**config.mk**
```make
export PLATFORM = sky130hd
export DESIGN_NAME = control_sequencer
export DESIGN_NICKNAME = d
export VERILOG_FILES = /design/src/rtl/cpu_defs_pkg.sv /design/src/rtl/control_sequencer_step_decoder.sv /design/src/rtl/control_sequencer.sv
export SDC_FILE = /design/constraint.sdc
export NUM_CORES = 1
export LEC_CHECK = 0
export ABC_AREA = 1
export BUFFER_PORTS_ARGS = -buffer_cell sky130_fd_sc_hd__clkbuf_2
export CORE_UTILIZATION = 30
export CTS_BUF_LIST = sky130_fd_sc_hd__clkbuf_4
export DETAILED_ROUTE_END_ITERATION = 16
export GPL_TIMING_DRIVEN = 0
export PLACE_DENSITY = 0.66
export SYNTH_ARGS = -nofsm -noshare
export SYNTH_HDL_FRONTEND = slang
export SYNTH_SLANG_ARGS = --single-unit
```
**constraint.sdc**
```tcl
create_clock -name Clock -period 5.7 [get_ports Clock]
set_input_delay 1.14 -clock Clock [delete_from_list [all_inputs] [get_ports Clock]]
set_output_delay 1.14 -clock Clock [all_outputs]
set_load 0.005 [all_outputs]
```
**src/rtl/cpu_defs_pkg.sv**
```systemverilog
// cpu_defs: shared definitions for the hardwired control unit.
//   - opcode values (IR[31:27])
//   - sequencer state encoding (RST, T0..T7, HALT)
//   - control vector bundle produced by the step decoder
//   - last_step(): final execute step of each opcode
package cpu_defs;

    localparam int          OPW    = 5;
    localparam logic [4:0]  ADD_OP = 5'b00011;

    localparam logic [OPW-1:0] OP_LDW  = 5'b00000;
    localparam logic [OPW-1:0] OP_LDWI = 5'b00001;
    localparam logic [OPW-1:0] OP_STW  = 5'b00010;
    localparam logic [OPW-1:0] OP_R_LO = 5'b00011;  // R-type range start (add)
    localparam logic [OPW-1:0] OP_R_HI = 5'b01010;  // R-type range end
    localparam logic [OPW-1:0] OP_I_LO = 5'b01011;  // immediate range start
    localparam logic [OPW-1:0] OP_I_HI = 5'b01101;  // immediate range end
    localparam logic [OPW-1:0] OP_MUL  = 5'b01110;
    localparam logic [OPW-1:0] OP_DIV  = 5'b01111;
    localparam logic [OPW-1:0] OP_NEG  = 5'b10000;
    localparam logic [OPW-1:0] OP_NOT  = 5'b10001;
    localparam logic [OPW-1:0] OP_BR   = 5'b10010;
    localparam logic [OPW-1:0] OP_JR   = 5'b10011;
    localparam logic [OPW-1:0] OP_JAL  = 5'b10100;
    localparam logic [OPW-1:0] OP_IN   = 5'b10101;
    localparam logic [OPW-1:0] OP_OUT  = 5'b10110;
    localparam logic [OPW-1:0] OP_MFHI = 5'b10111;
    localparam logic [OPW-1:0] OP_MFLO = 5'b11000;
    localparam logic [OPW-1:0] OP_NOP  = 5'b11001;
    localparam logic [OPW-1:0] OP_HALT = 5'b11010;

    typedef enum logic [3:0] {
        S_RST  = 4'd0,
        S_T0   = 4'd1, S_T1 = 4'd2, S_T2 = 4'd3, S_T3 = 4'd4,
        S_T4   = 4'd5, S_T5 = 4'd6, S_T6 = 4'd7, S_T7 = 4'd8,
        S_HALT = 4'd9
    } state_t;

    typedef struct packed {
        logic [4:0] alu_op;
        logic pc_out, zlow_out, zhigh_out, mdr_out, hi_out, lo_out;
        logic inport_out, ba_out, c_out, r_out;
        logic mar_en, mdr_en, mdr_read, ir_en, y_en, zlow_in, zhigh_in;
        logic pc_en, hi_en, lo_en, outport_en, con_en, r_in, inc_pc, ram_write;
        logic gra, grb, grc, run;
    } ctrl_t;

    // Final step of each instruction; nop, halt and undefined opcodes end at T2.
    function automatic state_t last_step(input logic [OPW-1:0] op);
        state_t s;
        case (op) inside
            OP_LDW, OP_STW:                              s = S_T7;
            OP_LDWI, [OP_R_LO:OP_R_HI], [OP_I_LO:OP_I_HI]: s = S_T5;
            OP_MUL, OP_DIV, OP_BR:                       s = S_T6;
            OP_NEG, OP_NOT, OP_JAL:                      s = S_T4;
            OP_JR, OP_IN, OP_OUT, OP_MFHI, OP_MFLO:      s = S_T3;
            default:                                     s = S_T2;
        endcase
        return s;
    endfunction

endpackage

```
**src/rtl/control_sequencer_step_decoder.sv**
```systemverilog
// step_decoder: combinational map from (state, opcode, branch flag) to the
// full datapath control vector. Everything not named for a step stays 0.
//   i_state        current sequencer step
//   i_opcode       IR[31:27]
//   i_branch_flag  CON flip-flop, gates PC load in branch T6
//   o_ctrl         control vector
module step_decoder
    import cpu_defs::*;
(
    input  state_t         i_state,
    input  logic [OPW-1:0] i_opcode,
    input  logic           i_branch_flag,
    output ctrl_t          o_ctrl
);

    // Decode one control word per step.
    always_comb begin
        o_ctrl     = '0;
        o_ctrl.run = (i_state != S_RST) && (i_state != S_HALT);
        case (i_state)
            S_T0: begin o_ctrl.pc_out = 1'b1; o_ctrl.mar_en = 1'b1; o_ctrl.inc_pc = 1'b1; o_ctrl.zlow_in = 1'b1; end
            S_T1: begin o_ctrl.zlow_out = 1'b1; o_ctrl.pc_en = 1'b1; o_ctrl.mdr_read = 1'b1; o_ctrl.mdr_en = 1'b1; end
            S_T2: begin o_ctrl.mdr_out = 1'b1; o_ctrl.ir_en = 1'b1; end
            S_T3, S_T4, S_T5, S_T6, S_T7: begin
                case (i_opcode) inside
                    OP_LDW, OP_LDWI, OP_STW: begin
                        case (i_state)
                            S_T3: begin o_ctrl.grb = 1'b1; o_ctrl.ba_out = 1'b1; o_ctrl.y_en = 1'b1; end
                            S_T4: begin o_ctrl.c_out = 1'b1; o_ctrl.zlow_in = 1'b1; o_ctrl.alu_op = ADD_OP; end
                            S_T5: begin
                                o_ctrl.zlow_out = 1'b1;
                                if (i_opcode == OP_LDWI) begin o_ctrl.gra = 1'b1; o_ctrl.r_in = 1'b1; end
                                else                     begin o_ctrl.mar_en = 1'b1; end
                            end
                            S_T6: begin
                                if (i_opcode == OP_LDW)      begin o_ctrl.mdr_read = 1'b1; o_ctrl.mdr_en = 1'b1; end
                                else if (i_opcode == OP_STW) begin o_ctrl.gra = 1'b1; o_ctrl.r_out = 1'b1; o_ctrl.mdr_en = 1'b1; end
                                else                         begin o_ctrl.mdr_en = 1'b0; end
                            end
                            S_T7: begin
                                if (i_opcode == OP_LDW) begin o_ctrl.mdr_out = 1'b1; o_ctrl.gra = 1'b1; o_ctrl.r_in = 1'b1; end
                                else                    begin o_ctrl.ram_write = (i_opcode == OP_STW); end
                            end
                            default: o_ctrl.alu_op = 5'd0;
                        endcase
                    end
                    [OP_R_LO:OP_R_HI], [OP_I_LO:OP_I_HI]: begin
                        case (i_state)
                            S_T3: begin o_ctrl.grb = 1'b1; o_ctrl.r_out = 1'b1; o_ctrl.y_en = 1'b1; end
                            S_T4: begin
                                // R-type takes the second operand from Rc, immediates from C.
                                if (i_opcode <= OP_R_HI) begin o_ctrl.grc = 1'b1; o_ctrl.r_out = 1'b1; end
                                else                     begin o_ctrl.c_out = 1'b1; end
                                o_ctrl.alu_op = i_opcode; o_ctrl.zlow_in = 1'b1;
                            end
                            S_T5: begin o_ctrl.zlow_out = 1'b1; o_ctrl.gra = 1'b1; o_ctrl.r_in = 1'b1; end
                            default: o_ctrl.alu_op = 5'd0;
                        endcase
                    end
                    OP_MUL, OP_DIV: begin
                        case (i_state)
                            S_T3: begin o_ctrl.gra = 1'b1; o_ctrl.r_out = 1'b1; o_ctrl.y_en = 1'b1; end
                            S_T4: begin o_ctrl.grb = 1'b1; o_ctrl.r_out = 1'b1; o_ctrl.alu_op = i_opcode;
                                        o_ctrl.zhigh_in = 1'b1; o_ctrl.zlow_in = 1'b1; end
                            S_T5: begin o_ctrl.zlow_out = 1'b1; o_ctrl.lo_en = 1'b1; end
                            S_T6: begin o_ctrl.zhigh_out = 1'b1; o_ctrl.hi_en = 1'b1; end
                            default: o_ctrl.alu_op = 5'd0;
                        endcase
                    end
                    OP_NEG, OP_NOT: begin
                        case (i_state)
                            S_T3: begin o_ctrl.grb = 1'b1; o_ctrl.r_out = 1'b1; o_ctrl.alu_op = i_opcode; o_ctrl.zlow_in = 1'b1; end
                            S_T4: begin o_ctrl.zlow_out = 1'b1; o_ctrl.gra = 1'b1; o_ctrl.r_in = 1'b1; end
                            default: o_ctrl.alu_op = 5'd0;
                        endcase
                    end
                    OP_BR: begin
                        case (i_state)
                            S_T3: begin o_ctrl.gra = 1'b1; o_ctrl.r_out = 1'b1; o_ctrl.con_en = 1'b1; end
                            S_T4: begin o_ctrl.pc_out = 1'b1; o_ctrl.y_en = 1'b1; end
                            S_T5: begin o_ctrl.c_out = 1'b1; o_ctrl.alu_op = ADD_OP; o_ctrl.zlow_in = 1'b1; end
                            S_T6: begin o_ctrl.zlow_out = 1'b1; o_ctrl.pc_en = i_branch_flag; end
                            default: o_ctrl.alu_op = 5'd0;
                        endcase
                    end
                    OP_JR:   if (i_state == S_T3) begin o_ctrl.gra = 1'b1; o_ctrl.r_out = 1'b1; o_ctrl.pc_en = 1'b1; end
                             else                 begin o_ctrl.pc_en = 1'b0; end
                    OP_JAL: begin
                        case (i_state)
                            S_T3: begin o_ctrl.pc_out = 1'b1; o_ctrl.grb = 1'b1; o_ctrl.r_in = 1'b1; end
                            S_T4: begin o_ctrl.gra = 1'b1; o_ctrl.r_out = 1'b1; o_ctrl.pc_en = 1'b1; end
                            default: o_ctrl.alu_op = 5'd0;
                        endcase
                    end
                    OP_IN:   if (i_state == S_T3) begin o_ctrl.inport_out = 1'b1; o_ctrl.gra = 1'b1; o_ctrl.r_in = 1'b1; end
                             else                 begin o_ctrl.r_in = 1'b0; end
                    OP_OUT:  if (i_state == S_T3) begin o_ctrl.gra = 1'b1; o_ctrl.r_out = 1'b1; o_ctrl.outport_en = 1'b1; end
                             else                 begin o_ctrl.r_out = 1'b0; end
                    OP_MFHI: if (i_state == S_T3) begin o_ctrl.hi_out = 1'b1; o_ctrl.gra = 1'b1; o_ctrl.r_in = 1'b1; end
                             else                 begin o_ctrl.r_in = 1'b0; end
                    OP_MFLO: if (i_state == S_T3) begin o_ctrl.lo_out = 1'b1; o_ctrl.gra = 1'b1; o_ctrl.r_in = 1'b1; end
                             else                 begin o_ctrl.r_in = 1'b0; end
                    default: o_ctrl.alu_op = 5'd0;
                endcase
            end
            default: o_ctrl = '0;
        endcase
    end

endmodule

```
**src/rtl/control_sequencer.sv**
```systemverilog
// control_sequencer: hardwired control unit stepping fetch (T0-T2) and
// execute (T3-T7) for every opcode. Holds only the step register and the
// next-step logic; control decoding lives in step_decoder.
//   Clock, Clear(async active-low)       clock / reset
//   IR, branch_flag, Stop                datapath feedback and halt request
//   Run, ALU_op, bus enables, loads, Gr* datapath control, one-for-one
module control_sequencer
    import cpu_defs::*;
(
    input  logic        Clock,
    input  logic        Clear,
    input  logic [31:0] IR,
    input  logic        branch_flag,
    input  logic        Stop,
    output logic        Run,
    output logic [4:0]  ALU_op,
    output logic        PCout, ZLowout, ZHighout, MDRout, HIout, LOout,
    output logic        InPortout, BAout, Cout, R_out,
    output logic        MAR_enable, MDR_enable, MDR_read, IR_enable, Y_enable,
    output logic        ZLowIn, ZHighIn, PC_enable, HI_enable, LO_enable,
    output logic        OutPort_enable, CON_enable, R_in, IncPC, RAM_write,
    output logic        Gra, Grb, Grc
);

    state_t         r_state;
    state_t         w_next;
    logic [OPW-1:0] w_opcode;
    ctrl_t          w_ctrl;

    assign w_opcode = IR[31:27];

    // Next step: advance, or at the instruction's last step return to T0 (or HALT).
    always_comb begin
        w_next = r_state;
        case (r_state)
            S_RST:  w_next = S_T0;
            S_HALT: w_next = S_HALT;
            S_T0, S_T1, S_T2, S_T3, S_T4, S_T5, S_T6, S_T7: begin
                if (r_state == last_step(w_opcode)) begin
                    w_next = ((w_opcode == OP_HALT) || Stop) ? S_HALT : S_T0;
                end else begin
                    w_next = state_t'(r_state + 4'd1);
                end
            end
            default: w_next = S_RST;
        endcase
    end

    // Step register; Clear aborts any instruction in flight.
    always_ff @(posedge Clock or negedge Clear) begin
        if (!Clear) begin
            r_state <= S_RST;
        end else begin
            r_state <= w_next;
        end
    end

    step_decoder u_step_decoder (
        .i_state       (r_state),
        .i_opcode      (w_opcode),
        .i_branch_flag (branch_flag),
        .o_ctrl        (w_ctrl)
    );

    assign Run            = w_ctrl.run;
    assign ALU_op         = w_ctrl.alu_op;
    assign PCout          = w_ctrl.pc_out;
    assign ZLowout        = w_ctrl.zlow_out;
    assign ZHighout       = w_ctrl.zhigh_out;
    assign MDRout         = w_ctrl.mdr_out;
    assign HIout          = w_ctrl.hi_out;
    assign LOout          = w_ctrl.lo_out;
    assign InPortout      = w_ctrl.inport_out;
    assign BAout          = w_ctrl.ba_out;
    assign Cout           = w_ctrl.c_out;
    assign R_out          = w_ctrl.r_out;
    assign MAR_enable     = w_ctrl.mar_en;
    assign MDR_enable     = w_ctrl.mdr_en;
    assign MDR_read       = w_ctrl.mdr_read;
    assign IR_enable      = w_ctrl.ir_en;
    assign Y_enable       = w_ctrl.y_en;
    assign ZLowIn         = w_ctrl.zlow_in;
    assign ZHighIn        = w_ctrl.zhigh_in;
    assign PC_enable      = w_ctrl.pc_en;
    assign HI_enable      = w_ctrl.hi_en;
    assign LO_enable      = w_ctrl.lo_en;
    assign OutPort_enable = w_ctrl.outport_en;
    assign CON_enable     = w_ctrl.con_en;
    assign R_in           = w_ctrl.r_in;
    assign IncPC          = w_ctrl.inc_pc;
    assign RAM_write      = w_ctrl.ram_write;
    assign Gra            = w_ctrl.gra;
    assign Grb            = w_ctrl.grb;
    assign Grc            = w_ctrl.grc;

endmodule
```
==> results.ini <==
[pwr]
p_clk_frac=0.311
combPwrFrac=0.443
p_switching_uw=46.9
ir_drop_mv=0.0629
p_per_area_nw_per_um2=73.6
power_uw=116
p_seq_frac=0.246
p_leak_nw=0.862
sw_frac_of_total=0.405
internal_power_uw=69.1

[synthesis]
synth_top_cell_area_share=0.122
syn_nets=272
syn-mean-instance-area_um2=5.56
synth_area_um2=1290
synth_top_flop_cell=dfrtp_1
synth-compound-area-share=0.168
yosys_warnings=0
ys_ff_latch=4
muxShareOfSynthArea=0
synth-simple-area-share=0.554
seq_area_frac_synth=0.0776
synthArstFlopShare=1.00
synth-xor-area-share=0.0136
synthTopCellsByArea=nor2_1 12%, nand2_1 12%, dfrtp_1 7.8%
synthCells=232
synth_top_family_by_area=simple AND/OR/NAND/NOR gates
synth_cell_types=34
synth_edf_count=0
synth_fa_ha_area_frac=0.0388
synth_area_leader_cell=nor2_1
synth_most_common_cell=nor2_1
synth_common_cells=42 x nor2_1, 40 x nand2_1, 25 x inv_1, 19 x nand3_1, 12 x inv_2

[critical_path]
crit_arrival_ns=2.56
cp_slowest_cell=nor2_4
max_stage_delay_ns=0.22
crit_path_cell_trace=clkbuf_2 > nor2_4 > nand2_2 > nor2_4 > inv_2 > nor2_2 > a21oi_1 > nand2_1 > o211ai_1 > a21oi_1 > clkbuf_2
worst-setup-path-type=input port to primary output
cp_max_fo=5
cp-end-kind=primary output
worst_ep_required_time_ns=4.56
start_kind=input port

[timing]
period_share=0.649
rsz0062_at_grt=no
maxSlewHeadroom=0.806
setup_tns_ns=0
layout_min_cycle_time_ns=3.70
final.setup.worst_slack_ns=2.00
tightest_slew_ns=0.288
hold_violations=0
setup-violations-final=0
slew_violations=0
fmax_mhz=271
fin_worst_skew_ns=0.00349

[floorplanning]
die_h_um=67.6
start_util=0.318
io_pins=70
fp.dieW_um=67.6
rows=23
die_area_um2=4570
core_um2=4060

[detailed_routing]
drtIter0Drc=123
first_pass_iters=4
drc_errors=0
dr_total_vias=1625
drtAntennaViolNets=0
finalWirelength_mm=4.06
routedWlPerCell_um=12.5
viasPerCell=5.00

[finish]
reg.largest.list=r_state x4
final_nets=317
diodes=0
top_register=r_state
layout-drive-gt1-share=0.327
fillers=461
final_area_um2=1580
area_growth_pct=22.1
largest_register_ffs=4

[cts]
clkLatencyLatePin_ns=0.24
clkTransAtPathRegs_ns=0.04
cts_tree=built
cts_max_level=1
cts_made_buffers=3
clkSinkCount=4
cts_buffer_depth=2
cts_root_buffer=clkbuf_4
post_cts_buffers=0
cts-hold-fix-buffers=0
cts_repair_resize_count=0

[job]
cap_violations=0

[placement]
gp_congestion=0.862
place_area_um2=1550
place_ws_ns=2.02
hpwl_mm=3.33
portBuffers=40

[global_routing]
antenna_found_initial=0
gr-total-overflow=0
grt_pass1_wl_mm=6.55
grt_pass1_vias=1495
grt_max_degree=11
grt_usage=0.188

[hold_path]
hp-class=flop to flop

[run_status]
status=finished, final reports clean

==> path summary, 6_finish.rpt <==
check | start | end | slack (ns) | depth (start not counted)
max reg2reg | r_state[0] | r_state[2] | 3.68 | 10
min in group asynchronous | Clear | r_state[3] | 0.70 | 1
max | IR[30] | ALU_op[0] | 2.00 | 11
max in group asynchronous | Clear | r_state[0] | 4.86 | 1
min | r_state[3] | r_state[3] | 0.67 | 2
min reg2reg | r_state[3] | r_state[3] | 0.67 | 2
==> power groups by stage <==
stage / clock (mW) / sequential [mW] / combinational, mW
floorplan: 0 / 0.0289 / 0.0367
global placement: 0 / 0.0289 / 0.0506
detailed placement: 0 / 0.0289 / 0.0510
CTS: 0.0385 / 0.0285 / 0.0511
global route: 0.0418 / 0.0285 / 0.0572
finish: 0.0361 / 0.0285 / 0.0514
==> routing by layer <==
layer	GRT usage	part of all wire	routed length, um	vias to the layer above
li1	-	-	-	842
met1	0.238	0.46	1860	724
met2	0.318	0.48	1960	55
met3	0.0203	0.051	207	4
met4	0.0771	0.010	41	0
met5	0	0	0	-
==> metrics by stage <==
stage               std cells   util  hold slack (ns)
floorplan                 232      -            0.595
global placement          322  0.383            0.664
detailed placement        322  0.383            0.662
CTS                       325  0.388            0.671
global route              325  0.388            0.692
finish                    325  0.388            0.672
==> worst max-delay path: cells and delay by family <==
kind,cells,cell delay [ns]
and+or+nand+nor,5,0.72
AOI/OAI and AO/OA,3,0.33
buffers and inverters,3,0.37
==> cells in the final DEF (no fill, tap or decap), types with 2 or more instances in the layout <==
cell type  instances
a21oi_1           11
a31oi_1            5
buf_4              4
clkbuf_2          40
clkbuf_4           3
dfrtp_1            4
ha_1               4
inv_1             25
inv_2             12
nand2_1           40
nand2_2            5
nand2_4            2
nand3_1           19
nand3_2            5
nand4_1            5
nor2_1            42
nor2_2             9
nor2_4             3
nor3_1             5
o211ai_1           2
o21ai_0           11
o21ai_1            4
xor2_1             2
==> kinds of logic (layout without fill, tap and decap cells) <==
kind of cell,Yosys count,in the layout
AND/OR/NAND/NOR,140,140
buffers and inverters,44,87
AO/OA/AOI/OAI,38,38
adder cells (fa/ha/maj),4,4
flip-flops,4,4
XOR/XNOR,2,2
==> area by class of cell <==
type / count / area (um^2) / share of cell area
plain buffers: 6 / 46.3 / 0.0294
inverters: 38 / 145 / 0.0921
flip-flops and latches: 4 / 100 / 0.0635
multi-input cells: 184 / 998 / 0.634
clock buffers: 3 / 22.5 / 0.0143
well taps: 50 / 62.6 / 0.0397
repair buffers: 40 / 200 / 0.127
Power figures use the tool's default switching activity.
